[src/rtl/pipe_pkg.sv]
// pipe_pkg: shared constants, default widths and hold-counter type for pipe_stage_reg.
package pipe_pkg;
  localparam int DEF_INST_W   = 16;
  localparam int DEF_PC_W     = 16;
  localparam int DEF_SRC_W    = 16;
  localparam int DEF_NSRC     = 2;
  localparam int DEF_HIST     = 2;
  localparam int DEF_CNT_W    = 4;
  localparam int DEF_HOLD_MAX = 8;
  localparam logic [DEF_INST_W-1:0] NOP_INST = '0;
  typedef logic [DEF_CNT_W-1:0] hold_cnt_t;
endpackage

[src/rtl/pipe_field_reg.sv]
// pipe_field_reg: one payload field; async active-low reset, sync clear to CLR, load on wen.
module pipe_field_reg #(
  parameter int W = 1,
  parameter logic [W-1:0] CLR = '0
) (
  input  logic         clk,
  input  logic         rst,
  input  logic         clr,
  input  logic         wen,
  input  logic [W-1:0] d,
  output logic [W-1:0] q
);
  always_ff @(posedge clk or negedge rst)
    if (!rst) q <= '0;
    else if (clr) q <= CLR;
    else if (wen) q <= d;
endmodule

[src/rtl/pipe_stage_reg.sv]
// pipe_stage_reg: pipeline boundary register with flush history, hold counter and
// optional stall/bubble counters (enabled by defining PIPE_STATS_EN).
module pipe_stage_reg
  import pipe_pkg::*;
#(
  parameter int INST_W   = DEF_INST_W,
  parameter int PC_W     = DEF_PC_W,
  parameter int SRC_W    = DEF_SRC_W,
  parameter int NSRC     = DEF_NSRC,
  parameter int HIST     = DEF_HIST,
  parameter int CNT_W    = DEF_CNT_W,
  parameter int HOLD_MAX = DEF_HOLD_MAX
) (
  input  logic                  clk,
  input  logic                  rst,
  input  logic                  stall_rst,
  input  logic                  flush,
  input  logic                  write,
  input  logic                  stall_in,
  input  logic                  up_flush,
  input  logic                  in_valid,
  input  logic [INST_W-1:0]     in_inst,
  input  logic [PC_W-1:0]       in_pc,
  input  logic [NSRC*SRC_W-1:0] in_src,
  output logic                  out_valid,
  output logic [INST_W-1:0]     out_inst,
  output logic [PC_W-1:0]       out_pc,
  output logic [NSRC*SRC_W-1:0] out_src,
  output logic                  stall_out,
  output logic                  flush_out,
  output logic [HIST-1:0]       flush_hist,
  output logic [CNT_W-1:0]      hold_cnt,
  output logic                  hold_timeout,
  output logic [31:0]           stat_stall,
  output logic [31:0]           stat_bubble
);
  logic squash;
  logic [HIST-1:0] hist_nx;
  assign squash = stall_rst | flush;
  pipe_field_reg #(.W(1)) u_valid (
    .clk(clk), .rst(rst), .clr(squash), .wen(write), .d(in_valid), .q(out_valid));
  pipe_field_reg #(.W(INST_W), .CLR(INST_W'(NOP_INST))) u_inst (
    .clk(clk), .rst(rst), .clr(squash), .wen(write), .d(in_inst), .q(out_inst));
  pipe_field_reg #(.W(PC_W)) u_pc (
    .clk(clk), .rst(rst), .clr(squash), .wen(write), .d(in_pc), .q(out_pc));
  // operands survive a flush; only a bubble insert wipes them
  for (genvar i = 0; i < NSRC; i++) begin : g_src
    pipe_field_reg #(.W(SRC_W)) u_src (
      .clk(clk), .rst(rst), .clr(stall_rst), .wen(write & ~flush),
      .d(in_src[i*SRC_W +: SRC_W]), .q(out_src[i*SRC_W +: SRC_W]));
  end
  pipe_field_reg #(.W(1)) u_stall (
    .clk(clk), .rst(rst), .clr(1'b0), .wen(write), .d(stall_in), .q(stall_out));
  pipe_field_reg #(.W(1)) u_flush (
    .clk(clk), .rst(rst), .clr(stall_rst), .wen(write), .d(flush), .q(flush_out));
  if (HIST == 1) begin : g_h1
    assign hist_nx = up_flush;
  end else begin : g_hn
    assign hist_nx = {flush_hist[HIST-2:0], up_flush};
  end
  always_ff @(posedge clk or negedge rst)
    if (!rst) flush_hist <= '0;
    else if (stall_rst) flush_hist <= '0;
    else if (write) flush_hist <= hist_nx;
  always_ff @(posedge clk or negedge rst)
    if (!rst) hold_cnt <= '0;
    else if (stall_rst || write) hold_cnt <= '0;
    else if (hold_cnt != '1) hold_cnt <= hold_cnt + 1'b1;
  assign hold_timeout = hold_cnt >= CNT_W'(HOLD_MAX);
`ifdef PIPE_STATS_EN
  logic [31:0] stall_q, bubble_q;
  always_ff @(posedge clk or negedge rst)
    if (!rst) begin
      stall_q  <= '0;
      bubble_q <= '0;
    end else begin
      if (!write) stall_q <= stall_q + 32'd1;
      if (!stall_rst && (flush || (write && !in_valid))) bubble_q <= bubble_q + 32'd1;
    end
  assign stat_stall  = stall_q;
  assign stat_bubble = bubble_q;
`else
  assign stat_stall  = '0;
  assign stat_bubble = '0;
`endif
endmodule

[config.mk]
export PLATFORM = sky130hd
export DESIGN_NAME = pipe_stage_reg
export DESIGN_NICKNAME = d
export VERILOG_FILES = /design/src/rtl/pipe_pkg.sv /design/src/rtl/pipe_field_reg.sv /design/src/rtl/pipe_stage_reg.sv
export SDC_FILE = /design/constraint.sdc
export NUM_CORES = 1
export LEC_CHECK = 0
export CAP_MARGIN = 20
export CORE_ASPECT_RATIO = 1.5
export CORE_MARGIN = 2
export CORE_UTILIZATION = 41
export DETAILED_ROUTE_END_ITERATION = 16
export PLACE_DENSITY_LB_ADDON = 0.25
export SETUP_SLACK_MARGIN = 0.2
export SLEW_MARGIN = 10
export SYNTH_ARGS = -nofsm -noshare
export SYNTH_HDL_FRONTEND = slang
export SYNTH_SLANG_ARGS = --single-unit
[constraint.sdc]
create_clock -name clk -period 2.9 [get_ports clk]
set_clock_uncertainty 0.15 [all_clocks]
set_input_delay 0.58 -clock clk [delete_from_list [all_inputs] [get_ports clk]]
set_output_delay 0.58 -clock clk [all_outputs]
set_load 0.02 [all_outputs]
==> results of run 1 <==
## stage by stage
stage	instance area [um^2]	setup WS (ps)	utilization [%]	std cells
after floorplan	3890	1320	-	385
after global placement	4910	428	56.3	554
after detailed placement	4910	335	56.3	554
after CTS	5170	671	59.3	570
after global routing	5190	673	59.5	571
final	5190	749	59.5	571
## cell type report
type / count / area share (%)
inverters: 34 / 2.46
repair buffers: 151 / 28.8
well taps: 110 / 2.65
multi-input cells: 187 / 26.0
clock buffers: 13 / 4.63
flip-flops and latches: 73 / 35.2
clock inverters: 3 / 0.338
## layer usage
layer  part of all wire [%]  wire, um  vias up
met3                    8.8       736       10
met2                     49      4080      142
met5                      0         0        -
met1                     41      3420     1313
met4                    1.7       140        0
li1                       -         -     1287
## cell families after synthesis
logic type | Yosys count | share of synthesized area, %
buffers and inverters | 125 | 20.0
flip-flops | 73 | 50.0
AO/OA/AOI/OAI | 69 | 15.4
AND/OR/NAND/NOR | 48 | 12.7
multiplexers | 4 | 1.17
adder cells (fa/ha/maj) | 2 | 0.685
other | 1 | 0.103
## power groups by stage
stage	logic, mW	clock network (mW)	registers (mW)
4_1_cts	0.450	0.989	1.08
3_5_place_dp	0.448	0	1.10
3_3_place_gp	0.443	0	1.10
5_1_grt	0.481	1.04	1.09
2_1_floorplan	0.238	0	1.15
6_report	0.446	0.963	1.08
## flip-flops by register name (all words and copies together), names as in the netlist
signal and flops:
g_src.u_src.q 32, u_inst.q 16, u_pc.q 16, hold_cnt 4, flush_hist 2, u_flush.q 1
u_stall.q 1, u_valid.q 1
## synthesized netlist by cell type, drive strengths merged
cell type  number  share of area (%)
mux2            2               0.62
a22o           33                7.9
inv            34                3.5
o31ai          32                6.6
a31oi           1               0.17
nor3b           3               0.75
nand4           1               0.17
clkbuf         11                1.1
nor4            1               0.17
dfrtp          73                 50
nand3           1               0.14
nor2            4               0.41
a2111oi         1               0.24
a211oi          1               0.21
mux2i           2               0.55
a31o            1               0.24
nor2b           2               0.34
conb            1               0.10
nand4bb        32                9.9
and3b           1               0.24
and3            1               0.17
buf            80                 15
ha              2               0.69
nor3            2               0.41
## final timing paths
path,start,end,slack (ps),depth (start not counted)
setup / recovery,hold_cnt[2]$_DFFE_PN0P_,hold_cnt[2],750,1
hold / removal,rst,u_inst.q[3]$_DFFE_PN0P_,240,1
setup reg to reg,hold_cnt[0]$_DFFE_PN0P_,hold_cnt[1]$_DFFE_PN0P_,1430,4
hold reg to reg,u_stall.q$_DFFE_PN0P_,u_stall.q$_DFFE_PN0P_,350,1
max in group asynchronous,rst,g_src[1].u_src.q[4]$_DFFE_PN0P_,1780,1
min in group clk,u_stall.q$_DFFE_PN0P_,u_stall.q$_DFFE_PN0P_,350,1
==> results.md, run 1 <==
* Outcome: finished clean
* Switching Power at between 0.6 and 0.7 mW
* Row count at 42
* Area Overhead vs Synth at 42.1%
* Hold buffers post-CTS at 0
* Clock Pin Slew Worst Setup and Hold Paths at 50 ps
* Final GP Congestion at between 0.7 and 0.8
* First-pass GRT wire length at between 10000 and 15000 um
* Share of cells above drive strength 1 at under 10%
* Crit path max-delay cell type: clkdlybuf4s50_1
* Most frequent cells in the layout: clkdlybuf4s50_1 (142), dfrtp_1 (73), conb_1 (64), inv_1 (34), a22o_1 (33)
* Number of fill cells in the layout at between 700 and 800
* Aggregate global-route resource usage at 17.6%
* Congestion Overflow GR at 0
* Critical path fanouts, max at 8
* Avg Cell Area, Syn at about 11 um^2
* Slowest stage delay, CP at around 640 ps
* Cell-internal power at between 1.5 and 2 mW
* PortBufs at about 150
* Post-synth design cell area at roughly 0.0037 mm^2
* Routed vias at roughly 2800
* Sw Ratio at 26.3%
* DRC errors left at 0
* Multi-input gate area at 0.00135 mm^2
* Inserted Clock Buffers at 9
* Final Hold Vio Count at 0
* Cells along the critical path: clkdlybuf4s50_1
* Endpoints failing setup at 0
* Relative slew slack at approximately two fifths
* RSZ-0062 raised after global routing: false
* Highest Clock Rate at roughly 0.46 GHz
* Initial Util at 41.9%
* Clock share of power at between 30% and 40%
* Cts repair resizes at 0
* Seq/Total Area, Yosys at between 50% and 60%
* TritonCTS clock tree: yes
* H-tree Lvls at 3
* Period utilisation layout at between 70% and 80%
* Initial DRC Count at between 100 and 150
* Die X at 81.1 um
* Post-CTS Setup Inserts at 0
* Clk_lat worst skew at 320 ps
* Via density at between 4 and 5
* Crit-path leading delay family: buffers and inverters
* Nets at 530
* Die area at a little under 0.01 mm^2
* FF/Latch Area at around 0.0018 mm^2
* Bufs and invs on worst path at 1
* Met1 Usage GRT at between 20 and 25%
* Syn Inst Count at roughly 320
* Dpl hpwl at about 6000 um
* Max-slew violation count at 0
* Pleak at 2.26 nW
* MaxCap Viol Count at 0
* Met3 Use GR at 4.81%
* Hold slack at between 200 and 250 ps
* Commonest non-fill, non-tap cell in the layout: clkdlybuf4s50_1
* VDD IR max at ~0.33 mV
* Largest net degree at the start of global routing at 74
* Yosys warns at 0
* Antenna-violating nets left at 0
* Wire per inst at between 10 and 15 um
* Overall Power at between 2 and 2.5 mW
* Setup TNS at 0 ps
* Final wirelength at 8380 um
* Slew @ Worst Pin at 903 ps
* Sink Count at 73
* Worst Path Class, Setup: reg2out
* Worst Hold Class: in2async
* Vias in the first global route at 2511
* Power Dens Cells at between 400 and 500 mW/mm^2
* Initial antenna violation count at 0
* Startpoint Class: flip-flop
* Count of different cell masters after synthesis at 28
* Clk root buf: clkbuf_16
* Sequential share of power at 43.5%
* #FFs+latches synth at 73
* Worst Path Required at approximately 2200 ps
* Crit path capture type: output port
* Min Tclk post-route at ~2200 ps
* Met2 usage at between 20 and 30%
* GR peak layer: met2
* Diodes inserted at 0
* CP Data Arrival Time at between 1000 and 1500 ps
* First-pass iteration count of the detailed router at 4
* Core ar. at a little under 0.009 mm^2
* Logic pwr share at between 15 and 20%
* Die Ht at 120 um
* Worst-case clock buffer depth at 2
* I/O pin total at 210
Note: power is estimated with default switching activity, not from simulation.
==> inputs of run 2 (changes only) <==
--- a/config.mk
+++ b/config.mk
@@ -8,7 +8,7 @@
 export CAP_MARGIN = 20
 export CORE_ASPECT_RATIO = 1.5
 export CORE_MARGIN = 2
-export CORE_UTILIZATION = 41
+export CORE_UTILIZATION = 38
 export DETAILED_ROUTE_END_ITERATION = 16
 export PLACE_DENSITY_LB_ADDON = 0.25
 export SETUP_SLACK_MARGIN = 0.2
==> constraint.sdc (replaced) <==
create_clock -name clk -period 2 [get_ports clk]
set_clock_uncertainty 0.15 [all_clocks]
set_input_delay 0.4 -clock clk [delete_from_list [all_inputs] [get_ports clk]]
set_output_delay 0.4 -clock clk [all_outputs]
set_load 0.02 [all_outputs]
==> results.md, run 2 (synthesized netlist as in run 1, its figures left out) <==
* Outcome: finished clean
* Worst Path Class, Setup: reg2out
* Area Overhead vs Synth at 41.9%
* Setup TNS at 0 ps
* TritonCTS clock tree: yes
* Congestion Overflow GR at 0
* Startpoint Class: flip-flop
* First-pass iteration count of the detailed router at 4
* DRC errors left at 0
* Clock Pin Slew Worst Setup and Hold Paths at around 50 ps
* Dpl hpwl at around 6200 um
* Final wirelength at between 9000 and 10000 um
* Switching Power at a little under 1 mW
* Max-slew violation count at 0
* Cell-internal power at 2.63 mW
* Final GP Congestion at 0.757
* Final core utilization at approximately 56%
* Initial Util at 39.2%
* Overall Power at about 3.6 mW
* Via density at 4.85
* Highest Clock Rate at approximately 0.6 GHz
* Power Dens Cells at 694 mW/mm^2
* Number of flip-flops in the largest register at 32
* Row count at 43
* RSZ-0062 raised after global routing: false
* Largest net degree at the start of global routing at between 70 and 80
* I/O pin total at 210
* Share of cells above drive strength 1 at around 6.2%
* H-tree Lvls at 3
* Most frequent cells in the layout: dlygate4sd2_1 (74), dfrtp_1 (73), clkdlybuf4s50_1 (67), conb_1 (64), inv_1 (34)
* Wire per inst at 15.6 um
* Worst-case clock buffer depth at 2
* Bufs and invs on worst path at 1
* Top Registers: g_src.u_src.q: 32 flops, u_inst.q: 16 flops, u_pc.q: 16 flops
* VDD IR max at roughly 0.53 mV
* Worst R2R Setup Slack at ~550 ps
* Antenna-violating nets left at 0
* Die area at ~0.010 mm^2
* Critical path fanouts, max at 8
* Clk_lat worst skew at about 320 ps
* Final Hold Vio Count at 0
* Number of fill cells in the layout at about 850
* PortBufs at between 100 and 150
* Sw Ratio at about a quarter
* Pleak at 2.61 nW
* Vias in the first global route at between 2000 and 3000
* Fin area at between 0.005 and 0.006 mm^2
* Period utilisation layout at a little over four fifths
* Logic pwr share at between 10% and 20%
* Nets at approximately 530
* Clock share of power at roughly 39%
* Initial DRC Count at approximately 160
* Worst Hold Class: reg2reg
* Slew @ Worst Pin at ~770 ps
* Inserted Clock Buffers at 9
* Endpoints failing setup at 0
* Slowest stage delay, CP at 460 ps
* Final worst setup slack at 300 ps
* Placed Area at approximately 0.005 mm^2
* Routed vias at 2802
* Aggregate global-route resource usage at approximately 17%
* Crit path capture type: output port
* Die Ht at ~120 um
* Sink Count at 73
* Min Tclk post-route at 1700 ps
* Sequential share of power at about 44%
* Worst Path Required at ~1500 ps
* Cells along the critical path: dlygate4sd2_1
* CP Data Arrival Time at roughly 1200 ps
* Die X at 84.0 um
* Crit-path leading delay family: flip-flops
* Relative slew slack at between 40% and 50%
* Commonest non-fill, non-tap cell in the layout: dlygate4sd2_1
* Core ar. at ~0.0093 mm^2
* First-pass GRT wire length at approximately 14000 um
* Post-CTS Setup Inserts at 0
* Clk root buf: clkbuf_16
* Largest reg by FF count: g_src.u_src.q
* Dpl ws at -391 ps
* MaxCap Viol Count at 0
* Crit path max-delay cell type: dfrtp_1
* Initial antenna violation count at 0
[run 2: timing repair]
action | CTS | global route
hold buffers | 1 | 0
resized for setup | 75 | 3
hold endpoints to repair | 31 | 0
gates cloned | 1 | 0
setup endpoints to repair | 107 | 66
pin swaps | 1 | 0
[run 2: path summary, 6_finish.rpt]
kind / to / cells past startpoint / startpoint
min in group asynchronous: u_inst.q[3]$_DFFE_PN0P_ / 2 / rst
max in group asynchronous: u_pc.q[3]$_DFFE_PN0P_ / 3 / rst
min: u_pc.q[8]$_DFFE_PN0P_ / 1 / u_pc.q[8]$_DFFE_PN0P_
max: hold_cnt[2] / 1 / hold_cnt[2]$_DFFE_PN0P_
max reg2reg: hold_cnt[3]$_DFFE_PN0P_ / 3 / hold_cnt[0]$_DFFE_PN0P_
min reg2reg: u_pc.q[8]$_DFFE_PN0P_ / 1 / u_pc.q[8]$_DFFE_PN0P_
[run 2: per-layer routing]
metal	share of wire (%)	global-route usage, %	up-vias
met5	0	0	-
met4	1.2	6.05	0
met3	7.4	4.57	7
met2	50	29.6	142
met1	41	21.7	1356
li1	-	-	1297
[run 2: power groups by stage]
stage	clock network, mW	registers, mW	logic [mW]
6_report	1.40	1.57	0.625
5_1_grt	1.51	1.58	0.675
4_1_cts	1.44	1.57	0.628
3_5_place_dp	0	1.60	0.661
3_3_place_gp	0	1.60	0.657
2_1_floorplan	0	1.67	0.346
[run 2: area by class of cell]
| type | instances | area (um^2) | area share (%) |
|---|---|---|---|
| antenna | 1 | 2.50 | 0.0483 |
| clock buffer | 13 | 240 | 4.64 |
| clock inverter | 3 | 17.5 | 0.338 |
| inverter | 34 | 128 | 2.46 |
| multi-input combinational | 188 | 1360 | 26.3 |
| sequential | 73 | 1830 | 35.3 |
| tap | 112 | 140 | 2.70 |
| timing repair buffer | 154 | 1460 | 28.3 |
[run 2: through the flow]
step | std cells | hold slack [ps]
CTS | 577 | 352
finish | 578 | 348
global route | 577 | 367
floorplan | 385 | -45.6
detailed placement | 559 | 222
global placement | 559 | 214
